===== src/rtl/sha256_block_loader_pkg.sv =====
// Shared widths, bank geometry and read-FSM encodings for the SHA-256 block loader.
// SHA256_LOADER_DOUBLE_BUF_EN selects two ping-pong banks instead of one.
package sha256_block_loader_pkg;

  localparam int WORD        = 32;
  localparam int LONG        = 64;
  localparam int BLOCK_WORDS = 16;

`ifdef SHA256_LOADER_DOUBLE_BUF_EN
  localparam int NBANKS = 2;
`else
  localparam int NBANKS = 1;
`endif

  typedef enum logic [2:0] {
    R_IDLE  = 3'b001,
    R_ISSUE = 3'b010,
    R_WAIT  = 3'b100
  } rstate_e;

  // Message length in bits from whole words before the last one plus its byte count.
  function automatic logic [LONG-1:0] size_bits(
    input logic [LONG-1:0] words,
    input logic [1:0]      lb
  );
    logic [LONG-1:0] tail;
    tail = (lb == 2'd0) ? 64'd32 : {59'd0, lb, 3'd0};
    return (words << 5) + tail;
  endfunction

endpackage


===== src/rtl/sha256_block_loader_bank_ram.sv =====
// 16x32 block bank: one write port, registered synchronous read.
// Only the read register is reset; bank contents are tracked by the loader's full flags.
module sha256_bank_ram
  import sha256_block_loader_pkg::*;
(
  input  logic            clk,
  input  logic            reset,
  input  logic            we_i,
  input  logic [3:0]      waddr_i,
  input  logic [WORD-1:0] wdata_i,
  input  logic [3:0]      raddr_i,
  output logic [WORD-1:0] rdata_o
);

  logic [WORD-1:0] mem_q [BLOCK_WORDS];

  always_ff @(posedge clk) begin
    if (we_i) mem_q[waddr_i] <= wdata_i;
  end

  always_ff @(posedge clk or posedge reset) begin
    if (reset) rdata_o <= '0;
    else       rdata_o <= mem_q[raddr_i];
  end

endmodule


===== src/rtl/sha256_block_loader.sv =====
// Buffers a word stream into 16-word blocks and sequences sha256_update over them.
// SHA256_LOADER_DOUBLE_BUF_EN enables ping-pong banks so loading overlaps hashing.
module sha256_block_loader
  import sha256_block_loader_pkg::*;
(
  input  logic            clk,
  input  logic            reset,
  input  logic [WORD-1:0] s_data,
  input  logic            s_valid,
  output logic            s_ready,
  input  logic            s_last,
  input  logic [1:0]      s_last_bytes,
  input  logic [3:0]      rd_offset,
  output logic [WORD-1:0] rd_word,
  output logic            update,
  input  logic            hash_done,
  output logic [LONG-1:0] msg_size,
  output logic            msg_done
);

  rstate_e         state_q;
  logic            update_q, done_q, ready_q, ready_d;
  logic            rbank_q, rsel_q;
  logic            wbank_q, wbank_d, fbank_q, fbank_d;
  logic [1:0]      full_q, full_d;
  logic [3:0]      wptr_q, wptr_d;
  logic            last_q, last_d, fill_q, fill_d, fin_q, fin_d;
  logic [LONG-1:0] cnt_q, cnt_d, size_q, size_d;
  logic            accept, we, rel, rel_fin;
  logic [WORD-1:0] wdata;
  logic [WORD-1:0] rdata [2];

  assign accept  = s_valid && ready_q;
  assign we      = accept || fill_q;
  assign wdata   = fill_q ? '0 : s_data;
  assign rel     = (state_q == R_WAIT) && hash_done;
  assign rel_fin = rel && fin_q && (fbank_q == rbank_q);

  for (genvar b = 0; b < 2; b++) begin : g_bank
    if (b < NBANKS) begin : g_ram
      sha256_bank_ram u_ram (
        .clk     (clk),
        .reset   (reset),
        .we_i    (we && (wbank_q == 1'(b))),
        .waddr_i (wptr_q),
        .wdata_i (wdata),
        .raddr_i (rd_offset),
        .rdata_o (rdata[b])
      );
    end else begin : g_none
      assign rdata[b] = '0;
    end
  end

  always_comb begin
    wptr_d  = wptr_q;
    wbank_d = wbank_q;
    full_d  = full_q;
    last_d  = last_q;
    fill_d  = fill_q;
    fin_d   = fin_q;
    fbank_d = fbank_q;
    cnt_d   = cnt_q;
    size_d  = size_q;
    if (rel) full_d[rbank_q] = 1'b0;
    if (we) wptr_d = wptr_q + 4'd1;
    if (accept) begin
      if (s_last) begin
        last_d = 1'b1;
        size_d = size_bits(cnt_q, s_last_bytes);
        fill_d = (wptr_q != 4'hf);
      end else begin
        cnt_d = cnt_q + 64'd1;
      end
    end
    // Last slot written (data or zero fill): the bank is complete.
    if (we && (wptr_q == 4'hf)) begin
      fill_d          = 1'b0;
      full_d[wbank_q] = 1'b1;
      if (NBANKS == 2) wbank_d = ~wbank_q;
      if (last_d) begin
        fin_d   = 1'b1;
        fbank_d = wbank_q;
      end
    end
    if (rel_fin) begin
      last_d = 1'b0;
      fin_d  = 1'b0;
      cnt_d  = '0;
      size_d = '1;
    end
    ready_d = !full_d[wbank_d] && !last_d;
  end

  always_ff @(posedge clk or posedge reset) begin
    if (reset) begin
      wptr_q  <= '0;
      wbank_q <= 1'b0;
      full_q  <= '0;
      last_q  <= 1'b0;
      fill_q  <= 1'b0;
      fin_q   <= 1'b0;
      fbank_q <= 1'b0;
      cnt_q   <= '0;
      size_q  <= '1;
      ready_q <= 1'b0;
    end else begin
      wptr_q  <= wptr_d;
      wbank_q <= wbank_d;
      full_q  <= full_d;
      last_q  <= last_d;
      fill_q  <= fill_d;
      fin_q   <= fin_d;
      fbank_q <= fbank_d;
      cnt_q   <= cnt_d;
      size_q  <= size_d;
      ready_q <= ready_d;
    end
  end

  always_ff @(posedge clk or posedge reset) begin
    if (reset) begin
      state_q  <= R_IDLE;
      update_q <= 1'b0;
      done_q   <= 1'b0;
      rbank_q  <= 1'b0;
      rsel_q   <= 1'b0;
    end else begin
      update_q <= 1'b0;
      done_q   <= rel_fin;
      rsel_q   <= rbank_q;
      unique case (state_q)
        R_IDLE: begin
          if (full_q[rbank_q]) begin
            state_q  <= R_ISSUE;
            update_q <= 1'b1;
          end
        end
        R_ISSUE: state_q <= R_WAIT;
        R_WAIT: begin
          if (hash_done) begin
            state_q <= R_IDLE;
            if (NBANKS == 2) rbank_q <= ~rbank_q;
          end
        end
        default: state_q <= R_IDLE;
      endcase
    end
  end

  assign s_ready  = ready_q;
  assign update   = update_q;
  assign msg_done = done_q;
  assign msg_size = size_q;
  assign rd_word  = rdata[rsel_q];

endmodule


===== config.mk =====
export PLATFORM = sky130hd
export DESIGN_NAME = sha256_block_loader
export DESIGN_NICKNAME = d
export VERILOG_FILES = /design/src/rtl/sha256_block_loader_pkg.sv /design/src/rtl/sha256_block_loader_bank_ram.sv /design/src/rtl/sha256_block_loader.sv
export SDC_FILE = /design/constraint.sdc
export NUM_CORES = 1
export LEC_CHECK = 0
export ABC_CLOCK_PERIOD_IN_PS = 5500
export BUFFER_PORTS_ARGS = -buffer_cell sky130_fd_sc_hd__buf_2
export CORE_MARGIN = 2
export CORE_UTILIZATION = 30
export DETAILED_ROUTE_END_ITERATION = 16
export PLACE_DENSITY_LB_ADDON = 0.2
export REMOVE_ABC_BUFFERS = 1
export SYNTH_ARGS = -nofsm -noshare
export SYNTH_HDL_FRONTEND = slang
export SYNTH_SLANG_ARGS = --single-unit

===== constraint.sdc =====
create_clock -name clk -period 5.5 [get_ports clk]
set_input_delay 1.1 -clock clk [delete_from_list [all_inputs] [get_ports clk]]
set_output_delay 1.1 -clock clk [all_outputs]
set_load 0.1 [all_outputs]

Word level (Yosys, flattened, before mapping) --
Memories as Yosys holds them, arrays and structs flattened. A register that Yosys moved wholly into a read port is not among the register bits. Index checks and enable logic that the tools add are counted. W data, S select, Z words.
Word-level totals: register bits after elaboration 144, memory bits (writable) 512, input port bits 43, output and inout port bits 99, memories 1
Memories:
- g_bank[0].g_ram.u_ram.mem_q | words 16, bits a word 32, rd ports 1, clocked after Yosys merged registers in 1, wr ports 1, RTL line sha256_block_loader_bank_ram.sv:15 | logic [WORD-1:0] mem_q [BLOCK_WORDS];
Operators by class: add/sub/neg operators 3, magnitude comparators 3, equality and inequality tests 8, multiplexer cells 33, bitwise operators 4, reductions and logical operators 22
Operators by type and width (number):
- $mux W64 | 6
- $mux W32 | 4
- $add A64 B1 Y64 const B | 1
- $add A64 B6 Y64 | 1
- $mux W1 | 17
- $reduce_bool A2 Y1 | 6
- $reduce_and A2 Y1 | 5
- $pmux W3 S3 | 1
- $logic_and A1 B1 Y1 | 7
- $mux W3 | 2
- $mux W6 | 1
- $add A4 B1 Y4 const B | 1
- $eq A4 B4 Y1 const B | 1
- $ne A2 B2 Y1 const B | 2
- $ne A4 B4 Y1 const B | 1
- $eq A3 B1 Y1 const B | 1
- $eq A3 B2 Y1 const B | 1
- $eq A3 B3 Y1 const B | 1
- $and A2 B2 Y2 | 1
- $ge A2 B2 Y1 const B | 1
- $logic_not A1 Y1 | 2
- $logic_not A2 Y1 | 1
- $lt A1 B2 Y1 const B | 1
- $mux W2 | 1
- other kinds (7) | 7

Longest topological paths before layout --
word-level depth 10, gate-level depth with buffers 9, gate-level depth less buffers 9

Cells and area by module --
A second synthesis with hierarchy kept.
Unflattened totals: cells, all modules 1557, area total of the unflattened synthesis 26812.0 µm²
Modules (own cells, without submodules):
- sha256_bank_ram | instances 1, cells an instance 839, area each 19999.2 µm², seq. area each 16175.5 µm²
- sha256_block_loader | instances 1, cells an instance 718, area each 6812.8 µm², seq. area each 3407.0 µm²

Worst setup path after synthesis --
OpenSTA, ideal clock, no wires.
path type input-to-reg, start input rd_offset[0], end register g_bank[0].g_ram.u_ram.rdata_o[11], read port of g_bank[0].g_ram.u_ram.mem_q, arrival time 2918 ps, path slack 2443 ps, stages 4, buffers on the path 2, path through buf_2 buf_1 mux4_2 mux4_2
RTL lines:
- from (decl) | RTL line sha256_block_loader.sv:13 | input logic [3:0] rd_offset,
- to (decl) | RTL line sha256_block_loader_bank_ram.sv:12 | output logic [WORD-1:0] rdata_o

Worst setup path after layout --
start input s_last_bytes[0], end register size_q[33], in the netlist msg_size[33]
Between the ends: longest elaborated chain between the ends 6
Ends and longest elaborated chain:
- from (decl) | RTL line sha256_block_loader.sv:12 | input logic [1:0] s_last_bytes,
- $logic_not A2 Y1 | RTL line sha256_block_loader_pkg.sv:27 | tail = (lb == 2'd0) ? 64'd32 : {59'd0, lb, 3'd0};
- $mux W6 (*) | RTL line sha256_block_loader_pkg.sv:27
- $add A64 B6 Y64 (*) | RTL line sha256_block_loader_pkg.sv:28 | return (words << 5) + tail;
- $mux W64 (*) | RTL line sha256_block_loader.sv:68 | if (s_last) begin
- $mux W64 (*) | RTL line sha256_block_loader.sv:67 | if (accept) begin
- $mux W64 (*) | RTL line sha256_block_loader.sv:86 | if (rel_fin) begin
- to (signal assigned) | RTL line sha256_block_loader.sv:116 | size_q <= size_d;
- to (decl) | RTL line sha256_block_loader.sv:28 | logic [LONG-1:0] cnt_q, cnt_d, size_q, size_d;
Every way passes the cells marked *; elsewhere a longest branch is shown, timed or not. The select of a mux whose other input is x is not followed. A chain may end at the register's enable or synchronous reset.

==> run summary <==
Total GRT Usage = 0.1473
RSZ-0062 raised after global routing = no
Vias = 13820
Clock network fraction of design power = 0.393
Placement Cell Area = 29090 sq um
Min-delay worst type = reg2reg
Post-synthesis adder-cell area fraction = 0.003249
Final net count = 1702
Post-Synth XOR/XNOR Area = 0.03834
Leakage = 10.83 nW
Final routed DRC violation total = 0
Post-synth top flop = edfxtp_1
Post-synth EDFFs = 512
Hold_buf cts = 0
Clk_skew = 0.02538 ns
Largest family of logic cells by synthesized area = multiplexers
Global route total overflow = 0
Wire per inst = 23.49 microns
Final setup fails = 0
WL final = 67.73 mm
Synthesized area = 26960 sq um
Post-synthesis area per instance = 18.14 sq um
Proportion of synthesized area in mux cells = 0.1345
CP arrival = 3.61 ns
Period utilization = 0.5608
CP endpoint kind = flip-flop
H-tree depth = 3
Sw Share = 0.2704
Most common cell in the netlist = edfxtp_1
Die width = 303.8 microns
Synth warnings = 1
Final hold violations = 0
Clk root buf = clkbuf_16
CTS tree = yes
Synth top area share = 0.5703
Internal power = 9.614 mW
# diodes = 0
Fin. max-slew vios = 0
DRT Pass-1 Iters = 5
DRT antenna net count = 0
Outcome = complete, no violations
First-pass GRT wire length = 100.2 mm
Seq cells post-synth = 677
Simple-gate area share of the yosys netlist = 0.07185
FP Rows = 109
Num CTS Buffers = 79
Setup TNS = 0 ns
Clock-pin slew on the worst setup and hold paths = 0.06 ns
Share of cells above drive strength 1 = 0.3190
CP Launch Type = input pin
Number of max-cap violations = 0
Initial Util = 0.3036
Sink Count = 677
CTS resizes = 0
WP data required = 6.02 ns
Area delta synth->final = 17.54%
Finished Cell Area = 31690 sq um
P per Cell Area = 415.9 nW/um^2
Fill cells = 8340
Post-layout min period = 3.084 ns
Routed vias/inst = 4.794
Largest net degree at the start of global routing = 107
Syn Inst Count = 1486
Initial antenna violation count = 4
Top Ports = 142
Seq pwr share = 0.480
Yosys cell types = 50
CTS Buffer Depth = 3
Number of global-route vias before repair = 14550
Fmax = 324.2 MHz
Clk_lat worst skew = 0.64 ns
Combinational share of power = 0.127
Compound-cell area share of the yosys netlist = 0.01146
Share of flip-flops with an asynchronous set or reset = 0.2437
Total die area = 92280 sq um
Initial drt markers = 911
Net Switching = 3.563 mW
Register area share after synthesis = 0.7264
Core area = 88780 sq um
Crit-path max FO = 8
VDD IR max = 0.0002942 V
Die H = 303.8 microns
Crit Path Class = in2reg
Main area contributors after synthesis = edfxtp_1 (57%), mux4_2 (13%), dfrtp_1 (9.5%)
Port bufs = 140
Synth cell count leaders = edfxtp_1 (512), mux4_2 (160), nand2_1 (110)
Gpl congestion = 0.8495
# Post-CTS Setup Buffers = 0
Dominant cell type by area after synthesis = edfxtp_1
Worst-margin pin slew = 1.076 ns
HPWL Detailed = 38.27 mm
Slew HR = 0.2810
## stage by stage
step	std cells	util	total power [mW]	worst slack (ns)	hold WS (ns)
finish	2883	0.3569	13.18	2.416	0.4561
global route	2883	0.3569	13.70	2.095	0.4734
CTS	2883	0.3569	13.39	2.373	0.4579
floorplan	1404	-	7.493	0.04258	0.4320
detailed placement	2736	0.3276	8.153	1.703	0.4484
global placement	2736	0.3276	8.107	1.648	0.4454
## final timing paths
kind                            startpoint      endpoint  slack (ns)  depth (start not counted)
min in group asynchronous            reset        update        0.65                          2
max in group asynchronous            reset  msg_size[54]        3.92                          3
max                        s_last_bytes[0]  msg_size[33]        2.42                         10
min                           msg_size[46]  msg_size[46]        0.46                          2
max reg2reg                       cnt_q[8]     cnt_q[58]        2.70                          6
min reg2reg                   msg_size[46]  msg_size[46]        0.46                          2
## layer usage
layer  share of wire  GRT usage  vias up  routed length [microns]
met3           0.041    0.02814       85                     2784
met5               0          0        -                        0
met2            0.50     0.2510      330                    34020
li1                -          -     6104                        -
met4           0.019    0.03436        0                     1307
met1            0.44     0.1948     7303                    29620
## kinds of logic (layout without fill, tap and decap cells)
logic type      after synthesis  in the layout
simple gates                369            369
compound gates               61             61
fa+ha+maj                     7              7
xor+xnor                    118            118
other cells                   1              1
flops                       677            677
mux                         162            162
buf+inv                      91            323
## sequential cells by signal, summed over array words and instances, names as in the netlist
signal and cells:
g_bank.g_ram.u_ram.mem_q 512, msg_size 62, cnt_q 59, g_bank.g_ram.u_ram.rdata_o 32
wptr_q 4, state_q 3, fill_q 1, full_q 1
last_q 1, s_ready 1, update 1
## layout by cell type, fill, tap and decap left out, types with 7 or more instances in the layout
cell / instances
xor2_1: 53
and2_2: 8
clkbuf_16: 79
buf_4: 24
nor3_1: 16
o21ai_0: 51
dfstp_2: 63
nor2_1: 70
nand4_1: 27
clkbuf_8: 14
dfrtp_1: 101
nand2_1: 110
or3_1: 10
clkbuf_1: 18
inv_1: 8
ha_1: 7
edfxtp_1: 512
buf_2: 138
mux4_2: 160
xnor2_1: 65
clkinv_2: 17
nor4_1: 12
nor2b_1: 34
clkinv_1: 9
nand3_1: 25
## power groups by stage
stage	Combinational (mW)	Sequential, mW	Clock, mW
floorplan	0.638	6.86	0
global placement	1.69	6.42	0
detailed placement	1.72	6.43	0
CTS	1.72	6.34	5.33
global route	1.80	6.37	5.54
finish	1.67	6.33	5.17
## cell type report
type	instances	area [sq um]	area share
Clock buffer	110	2223	0.07017
Clock inverter	37	375.4	0.01185
Inverter	9	41.29	0.001303
Multi-Input combinational cell	718	7041	0.2222
Sequential cell	677	19580	0.6180
Tap cell	1165	1458	0.04600
Timing Repair Buffer	167	964.7	0.03044
## critical path: stages
cell and delay (ns):
buf_2 0.10, nor2_1 0.16, ha_1 0.24, ha_1 0.20, nand3_1 0.24, nor2_1 0.65, nand3_1 0.36, nor4_1 0.30
xnor2_1 0.16, o21ai_0 0.09
No activity file was read; power rests on OpenSTA's default activity.
